File: src/rtl/r4_bfly_pkg.sv
// Shared types and constants for the radix-4 butterfly sequencer.
// Slot k of a packed group occupies bits [k*DW +: DW].
package r4_bfly_pkg;

  typedef enum logic [1:0] {
    IDLE,
    WAIT,
    CAP,
    OUT
  } state_e;

  localparam int NPT = 4;
  localparam int CW  = 3;

  function automatic int slot_lsb(input int k, input int dw);
    return k * dw;
  endfunction

endpackage

File: src/rtl/r4_bfly_collect.sv
// Serial-to-parallel capture of the butterfly's X0..X3 outputs.
// One real/imag pair is written per enabled cycle into the slot given by slot_i.
module r4_bfly_collect
  import r4_bfly_pkg::*;
#(
  parameter int DW = 4
) (
  input  logic              clk_i,
  input  logic              rst_i,
  input  logic              we_i,
  input  logic [1:0]        slot_i,
  input  logic [DW-1:0]     d_r_i,
  input  logic [DW-1:0]     d_i_i,
  output logic [NPT*DW-1:0] q_r_o,
  output logic [NPT*DW-1:0] q_i_o
);

  logic [NPT*DW-1:0] q_r_q;
  logic [NPT*DW-1:0] q_i_q;

  // NOTE: the slots are plain flops, not RAM, so they can be reset; they must read 0 after reset.
  always_ff @(posedge clk_i) begin
    if (rst_i) begin
      q_r_q <= '0;
      q_i_q <= '0;
    end else if (we_i) begin
      q_r_q[slot_lsb(int'(slot_i), DW) +: DW] <= d_r_i;
      q_i_q[slot_lsb(int'(slot_i), DW) +: DW] <= d_i_i;
    end
  end

  assign q_r_o = q_r_q;
  assign q_i_o = q_i_q;

endmodule

File: src/rtl/r4_bfly_seq.sv
// Sequencer feeding the radix-4 butterfly one 4-point group at a time:
// holds the group on bf_*, collects the serial X0..X3 results, hands them downstream.
module r4_bfly_seq
  import r4_bfly_pkg::*;
#(
  parameter int DW       = 4,
  parameter int BFLY_LAT = 2,
  parameter int NPT      = 4
) (
  input  logic              CLK,
  input  logic              RST,
  input  logic              in_valid,
  output logic              in_ready,
  input  logic [NPT*DW-1:0] in_xr,
  input  logic [NPT*DW-1:0] in_xi,
  input  logic [CW-1:0]     in_c,
  output logic [NPT*DW-1:0] bf_xr,
  output logic [NPT*DW-1:0] bf_xi,
  output logic [CW-1:0]     bf_c,
  input  logic [DW-1:0]     bf_xro,
  input  logic [DW-1:0]     bf_xio,
  output logic              out_valid,
  input  logic              out_ready,
  output logic [NPT*DW-1:0] out_xr,
  output logic [NPT*DW-1:0] out_xi,
  output logic              busy,
  output logic [7:0]        grp_cnt
);

  localparam logic [3:0] WCNT_INIT = 4'(BFLY_LAT - 1);

  state_e            state_q, state_d;
  logic [3:0]        wcnt_q, wcnt_d;
  logic [1:0]        kcnt_q, kcnt_d;
  logic [7:0]        grp_cnt_q, grp_cnt_d;
  logic [NPT*DW-1:0] bf_xr_q, bf_xi_q;
  logic [CW-1:0]     bf_c_q;
  logic              accept;
  logic              cap_we;

  // NOTE: every signal gets its default before the case, so no path leaves one unassigned (no latch).
  always_comb begin
    state_d   = state_q;
    wcnt_d    = wcnt_q;
    kcnt_d    = kcnt_q;
    grp_cnt_d = grp_cnt_q;
    accept    = 1'b0;
    cap_we    = 1'b0;
    unique case (state_q)
      IDLE: begin
        if (in_valid) begin
          accept  = 1'b1;
          wcnt_d  = WCNT_INIT;
          state_d = WAIT;
        end
      end
      WAIT: begin
        if (wcnt_q == 4'd0) begin
          kcnt_d  = 2'd0;
          state_d = CAP;
        end else begin
          wcnt_d = wcnt_q - 4'd1;
        end
      end
      CAP: begin
        cap_we = 1'b1;
        kcnt_d = kcnt_q + 2'd1;
        if (kcnt_q == 2'd3) state_d = OUT;
      end
      OUT: begin
        if (out_ready) begin
          grp_cnt_d = grp_cnt_q + 8'd1;
          state_d   = IDLE;
        end
      end
      default: state_d = IDLE;
    endcase
  end

  // NOTE: non-blocking assignments so every flop samples pre-edge values regardless of statement order.
  always_ff @(posedge CLK) begin
    if (RST) begin
      state_q   <= IDLE;
      wcnt_q    <= '0;
      kcnt_q    <= '0;
      grp_cnt_q <= '0;
      bf_xr_q   <= '0;
      bf_xi_q   <= '0;
      bf_c_q    <= '0;
    end else begin
      state_q   <= state_d;
      wcnt_q    <= wcnt_d;
      kcnt_q    <= kcnt_d;
      grp_cnt_q <= grp_cnt_d;
      if (accept) begin
        bf_xr_q <= in_xr;
        bf_xi_q <= in_xi;
        bf_c_q  <= in_c;
      end
    end
  end

  r4_bfly_collect #(
    .DW(DW)
  ) u_collect (
    .clk_i (CLK),
    .rst_i (RST),
    .we_i  (cap_we),
    .slot_i(kcnt_q),
    .d_r_i (bf_xro),
    .d_i_i (bf_xio),
    .q_r_o (out_xr),
    .q_i_o (out_xi)
  );

  assign in_ready  = (state_q == IDLE);
  assign busy      = (state_q != IDLE);
  assign out_valid = (state_q == OUT);
  assign grp_cnt   = grp_cnt_q;
  assign bf_xr     = bf_xr_q;
  assign bf_xi     = bf_xi_q;
  assign bf_c      = bf_c_q;

endmodule

File: config.mk
export PLATFORM = sky130hd
export DESIGN_NAME = r4_bfly_seq
export DESIGN_NICKNAME = d
export VERILOG_FILES = /design/src/rtl/r4_bfly_pkg.sv /design/src/rtl/r4_bfly_collect.sv /design/src/rtl/r4_bfly_seq.sv
export SDC_FILE = /design/constraint.sdc
export NUM_CORES = 1
export LEC_CHECK = 0
export CAP_MARGIN = 20
export CORE_MARGIN = 1.5
export CORE_UTILIZATION = 40
export DETAILED_ROUTE_END_ITERATION = 8
export PLACE_DENSITY = 0.74
export SETUP_SLACK_MARGIN = 0.15
export SLEW_MARGIN = 10
export SYNTH_ARGS = -nofsm -noshare
export SYNTH_HDL_FRONTEND = slang
export SYNTH_SLANG_ARGS = --single-unit
File: constraint.sdc
create_clock -name CLK -period 2 [get_ports CLK]
set_input_delay 0.6 -clock CLK [delete_from_list [all_inputs] [get_ports CLK]]
set_output_delay 0.6 -clock CLK [all_outputs]
set_load 0.01 [all_outputs]
==> flow_summary.json, run 1 <==
{
  "max_cap_viol_count": 0,
  "setup_violations": 0,
  "critPathLaunchType": "flop",
  "critical_path_buf_inv_count": 3,
  "htree_levels": 3,
  "grt_pass1_vias": 2941,
  "grt_pass1_wl_mm": 13.9,
  "synth_top_family_by_area": "simple AND/OR/NAND/NOR gates",
  "wire_per_inst_um": 14.6,
  "dieWidth_um": 94.0,
  "slew_headroom_pct": 69.1,
  "place_hpwl_mm": 6.30,
  "synth.avg_cell_area_um2": 8.62,
  "rsz0062_at_grt": "true",
  "synth_seq_cells": 83,
  "yosys.area_share.xor_xnor_pct": 0.529,
  "max_freq_mhz": 538,
  "clock_latency_ns": 0.35,
  "syn_nets": 443,
  "cp_cell_sequence": "inv_1, ha_4, inv_1, clkdlybuf4s15_1",
  "synth_top_area_share_pct": 50.2,
  "async_flop_share_pct": 0,
  "drc_errors": 0,
  "synth_mux_area_share_pct": 0.907,
  "grt-ovfl-total": 0,
  "cp_max_fo": 4,
  "grt_antenna_before_repair": 0,
  "cp_common_cell": "inv_1",
  "synth_area_um2": 3310,
  "die-area_um2": 8830,
  "synth-seq-area-share_pct": 50.2,
  "cpLargestDelayFamily": "buffers and inverters",
  "numCtsBuffers": 9,
  "cts_tree": "built",
  "fin_skew_ns": 0.00937,
  "n_antenna_cell": 0,
  "hold_violations": 0,
  "clk_pin_slew_worst_paths_ns": 0.08,
  "start_util_pct": 42.0,
  "vias": 3198,
  "ir_drop_mv": 0.446,
  "num_io_pins": 125,
  "synth_compound_area_share_pct": 18.2,
  "min_path_type": "flop to flop",
  "min_period_over_period_pct": 92.9,
  "finalPower_w": 0.00467,
  "cp_slowest_cell": "dfxtp_2",
  "synth-edff-count": 0,
  "cts_buffer_depth": 2,
  "synth_common_cells": "nand2_1 (89), dfxtp_1 (83), a21oi_1 (53)",
  "tightest_slew_ns": 0.462,
  "synthAdderAreaFrac_pct": 4.54,
  "multi_input_area_um2": 1520,
  "grt_max_degree": 36,
  "routabilityCongestion": 0.843,
  "drtPass1Iterations": 4,
  "pwr_density_cell_nw_per_um2": 931,
  "drive_above_1_share_pct": 8.95,
  "critPathKind": "flop to output port",
  "synthFlopType": "dfxtp_1",
  "syn_to_final_growth_pct": 51.5,
  "synthDistinctLibCells": 34,
  "critPathCaptureType": "output port",
  "fin_crit_ns": 1.86,
  "cts_root_buffer": "clkbuf_8",
  "synth-simple-area-share_pct": 21.3,
  "port_buffers": 124,
  "max_stage_delay_ns": 0.36,
  "power_leakage_nw": 2.82,
  "yosys_warnings": 0,
  "required_ns": 1.40,
  "core-area_um2": 7890,
  "syn_inst": 384,
  "synth_area_leaders": "dfxtp_1 (50%), nand2_1 (10%), a21oi_1 (8.0%)",
  "yosysMostFrequentCell": "nand2_1",
  "drt_iter0_markers": 127,
  "grt_usage_pct": 20.0,
  "cts.sinks": 83,
  "synth_top_cell_by_area": "dfxtp_1",
  "seq_area_um2": 1670,
  "via_per_inst": 5.19,
  "finish.utilization_pct": 63.6,
  "routed_wl_mm": 8.98,
  "fp.dieH_um": 94.0,
  "hold_buffers": 0,
  "finalMaxSlewViolations": 0,
  "r2r_slack_ns": 0.21,
  "worst_ep_arrival_time_ns": 1.26,
  "antenna_left": 0,
  "rows": 32,
  "outcome": "finished clean",
  "hold_slack_ns": 0.450,
  "nets": 569,
  "num-fill-cells": 659,
  "setup-tns-final_ns": 0
}
[timing repair]
item	in CTS	in global routing
gates resized for setup	29	60
endpoints found under the setup margin	22	74
hold endpoints to repair	0	0
setup buffers	0	0
pin swaps	0	0
[routing by layer]
metal | GRT usage, % | routed length, um | share of wire [%] | up-vias
li1 | - | - | - | 1589
met1 | 25.4 | 3910 | 44 | 1502
met2 | 33.0 | 4380 | 49 | 95
met3 | 3.96 | 543 | 6.0 | 12
met4 | 8.58 | 141 | 1.6 | 0
met5 | 0 | 0 | 0 | -
[state kept, by name, summed over array words and instances (netlist names)]
register	count
u_collect.q_r_o	16
wcnt_q	4
grp_cnt	8
bf_c	3
bf_xi	16
state_q	2
kcnt_q	2
u_collect.q_i_o	16
bf_xr	16
[cells by family (layout without fill, tap and decap cells)]
logic type	count (synthesis)	after routing
AO/OA/AOI/OAI	92	92
XOR/XNOR	2	2
adder cells (fa/ha/maj)	12	12
buffers and inverters	37	167
flip-flops	83	83
multiplexers	3	3
AND/OR/NAND/NOR	155	155
[final timing paths]
check,cells after the start,endpoint,from
max,4,busy,state_q[1]
min,2,u_collect.q_i_o[8],u_collect.q_i_o[8]
max reg2reg,5,state_q[0],wcnt_q[0]
min reg2reg,2,u_collect.q_i_o[8],u_collect.q_i_o[8]
[where the power goes]
group	leakage [nW]	switching, W	internal [W]
sequential	0.677	0.000114	0.00185
combinational	2.06	0.000856	0.000788
clock	0.0839	0.000591	0.000472
total	2.82	0.00156	0.00311
[worst min-delay path: stages (launching register included)]
cell	delay, ns
dfxtp_1	0.31
nand2_1	0.05
a21oi_1	0.05
[cells in the final DEF, fill, tap and decap left out, types with 4 or more instances in the layout]
master / count
buf_4: 12
nand3_1: 12
dlygate4sd2_1: 19
inv_1: 13
a32oi_1: 24
or3_1: 5
dlymetal6s2s_1: 55
o31ai_1: 4
ha_1: 11
o21ai_0: 5
nor2_1: 27
clkdlybuf4s50_1: 46
a21oi_1: 53
dfxtp_2: 5
clkbuf_8: 10
dfxtp_1: 78
nand2_1: 89
[layout make-up]
class	count	share of cell area (%)
Clock buffer	10	2.74
Clock inverter	5	0.599
Inverter	14	1.05
Multi-Input combinational cell	264	30.3
Sequential cell	83	33.3
Tap cell	102	2.54
Timing Repair Buffer	138	29.5
[per-stage QoR]
| step | worst slack (ns) | cell area [um^2] | cells |
|---|---|---|---|
| 2_1_floorplan | 0.314 | 3310 | 384 |
| 3_3_place_gp | 0.0690 | 4710 | 601 |
| 3_5_place_dp | 0.0254 | 4710 | 601 |
| 4_1_cts | 0.0705 | 4860 | 616 |
| 5_1_grt | 0.0812 | 5010 | 616 |
| 6_report | 0.143 | 5010 | 616 |
Power figures use the tool's default switching activity.
==> run 2, diff against run 1 <==
--- a/config.mk
+++ b/config.mk
@@ -5,7 +5,6 @@
 export SDC_FILE = /design/constraint.sdc
 export NUM_CORES = 1
 export LEC_CHECK = 0
-export CAP_MARGIN = 20
 export CORE_MARGIN = 1.5
 export CORE_UTILIZATION = 40
 export DETAILED_ROUTE_END_ITERATION = 8
==> results of run 2 <==
No change in the layout: final DEF, timing and power equal those of run 1.
==> run 3, diff against run 2 <==
--- a/config.mk
+++ b/config.mk
@@ -6,9 +6,9 @@
 export NUM_CORES = 1
 export LEC_CHECK = 0
 export CORE_MARGIN = 1.5
-export CORE_UTILIZATION = 40
+export CORE_UTILIZATION = 44
 export DETAILED_ROUTE_END_ITERATION = 8
-export PLACE_DENSITY = 0.74
+export PLACE_DENSITY = 0.8
 export SETUP_SLACK_MARGIN = 0.15
 export SLEW_MARGIN = 10
 export SYNTH_ARGS = -nofsm -noshare
==> flow_summary.json, run 3 (same netlist as run 1, synthesis figures left out) <==
{
  "clock_latency_ns": 0.35,
  "num_io_pins": 125,
  "tightest_slew_ns": 0.446,
  "grt_pass1_wl_mm": 14.8,
  "core-area_um2": 7250,
  "critical_path_buf_inv_count": 1,
  "grt_antenna_before_repair": 0,
  "routed_wl_mm": 9.29,
  "p_clk_share_pct": 27.2,
  "final_common_cell": "nand2_1",
  "cts_buffer_depth": 2,
  "min_path_cells": 2,
  "grt_usage_pct": 22.5,
  "dieWidth_um": 89.7,
  "placed_cells": 599,
  "port_buffers": 124,
  "drtPass1Iterations": 4,
  "p_int_w": 0.00337,
  "die-area_um2": 8050,
  "outcome": "finished clean",
  "setup-tns-final_ns": 0,
  "timing.rr.end": "state_q[1]",
  "critPathCaptureType": "output port",
  "worstHoldStart": "u_collect.q_r_o[11]",
  "min_period_over_period_pct": 91.3,
  "dpl_worst_slack_ns": 0.0255,
  "clk_pin_slew_worst_paths_ns": 0.09,
  "cts_root_buffer": "clkbuf_8",
  "required_ns": 1.40,
  "crit_cells": 1,
  "p_comb_share_pct": 33.2,
  "reg2reg_depth": 5,
  "numCtsBuffers": 9,
  "htree_levels": 3,
  "setup_violations": 0,
  "hold_violations": 0,
  "fin_crit_ns": 1.83,
  "max_freq_mhz": 548,
  "power_frac_seq_pct": 39.6,
  "syn_to_final_growth_pct": 51.4,
  "max_stage_delay_ns": 0.54,
  "r2r-start": "wcnt_q[0]",
  "nets": 570,
  "antenna_left": 0,
  "rows": 31,
  "routabilityCongestion": 0.851,
  "n_antenna_cell": 0,
  "rsz0062_at_grt": "false",
  "cp_slowest_cell": "clkdlybuf4s50_1",
  "min_path_type": "flop to flop",
  "cp_cell_sequence": "clkdlybuf4s50_1",
  "ir_drop_mv": 0.542,
  "pwr_density_cell_nw_per_um2": 988,
  "r2r_slack_ns": 0.26,
  "drive_above_1_share_pct": 9.69,
  "power_leakage_nw": 2.62,
  "via_per_inst": 5.27,
  "finalWorstSetupSlack_ns": 0.175,
  "max_cap_viol_count": 0,
  "vias": 3241,
  "cp_max_fo": 2,
  "drt_iter0_markers": 199,
  "wire_per_inst_um": 15.1,
  "grt-ovfl-total": 0,
  "fp.dieH_um": 89.7,
  "cts_tree": "built",
  "p_switching_w": 0.00158,
  "start_util_pct": 45.6,
  "place_hpwl_mm": 6.55,
  "finalMaxSlewViolations": 0,
  "critPathKind": "flop to output port",
  "min_to": "u_collect.q_r_o[11]",
  "cts.sinks": 83,
  "worst_ep_arrival_time_ns": 1.23,
  "slew_headroom_pct": 70.3,
  "sw_frac_of_total_pct": 31.9,
  "grt_max_degree": 44,
  "critPathLaunchType": "flop",
  "hold_buffers": 0,
  "cpLargestDelayFamily": "buffers and inverters",
  "final-instance-count-excl-fill": 615,
  "layout_common_cells": "nand2_1 (89), dfxtp_1 (78), a21oi_1 (53)",
  "drc_errors": 0,
  "grt_pass1_vias": 3099,
  "finalPower_w": 0.00495,
  "fin_skew_ns": 0.0118
}
==> run 3: layout make-up <==
| class | count | area [um^2] |
|---|---|---|
| Fill cell | 582 | 2240 |
| Timing Repair Buffer | 139 | 1410 |
| Clock inverter | 5 | 85.1 |
| Tap cell | 99 | 124 |
| Inverter | 14 | 52.6 |
| Sequential cell | 83 | 1670 |
| Clock buffer | 11 | 141 |
| Multi-Input combinational cell | 264 | 1530 |
==> run 3: how the worst max path moves through the flow <==
stage | endpoint | slack [ns] | from
CTS | busy | 0.09 | state_q[0]
finish | bf_xi[8] | 0.17 | bf_xi[8]
detailed placement | wcnt_q[0] | 0.03 | in_valid
global route | bf_xr[12] | 0.15 | bf_xr[12]
global placement | wcnt_q[0] | 0.08 | in_valid
floorplan | u_collect.q_r_o[10] | 0.31 | kcnt_q[0]
==> run 3: layer usage <==
metal / up-vias / global-route usage, % / part of all wire, %
met1: 1516 / 27.8 / 44
met2: 118 / 37.0 / 48
li1: 1593 / - / -
met5: - / 0 / 0
met4: 0 / 10.3 / 1.9
met3: 14 / 5.58 / 6.0
==> run 3: per-stage QoR <==
step	instance area, um^2	hold slack, ns	utilization [%]
floorplan	3310	0.458	-
global placement	4700	0.440	64.9
detailed placement	4700	0.445	64.9
CTS	4910	0.456	67.7
global route	5010	0.479	69.1
finish	5010	0.451	69.1
==> run 3: power by group through the flow <==
| stage | registers, W | clock network [W] | logic (W) |
|---|---|---|---|
| after global routing | 0.00199 | 0.00145 | 0.00179 |
| after CTS | 0.00196 | 0.00137 | 0.00166 |
| after global placement | 0.00198 | 0 | 0.00161 |
| final | 0.00196 | 0.00135 | 0.00164 |
| after floorplan | 0.00205 | 0 | 0.000850 |
| after detailed placement | 0.00200 | 0 | 0.00166 |
==> run 3: timing repair <==
action                     4_1_cts  5_1_grt
setup endpoints to repair       35       53
gates resized for setup         43       45
gates cloned                     0        0
setup buffers                    0        0
hold endpoints to repair         0        0
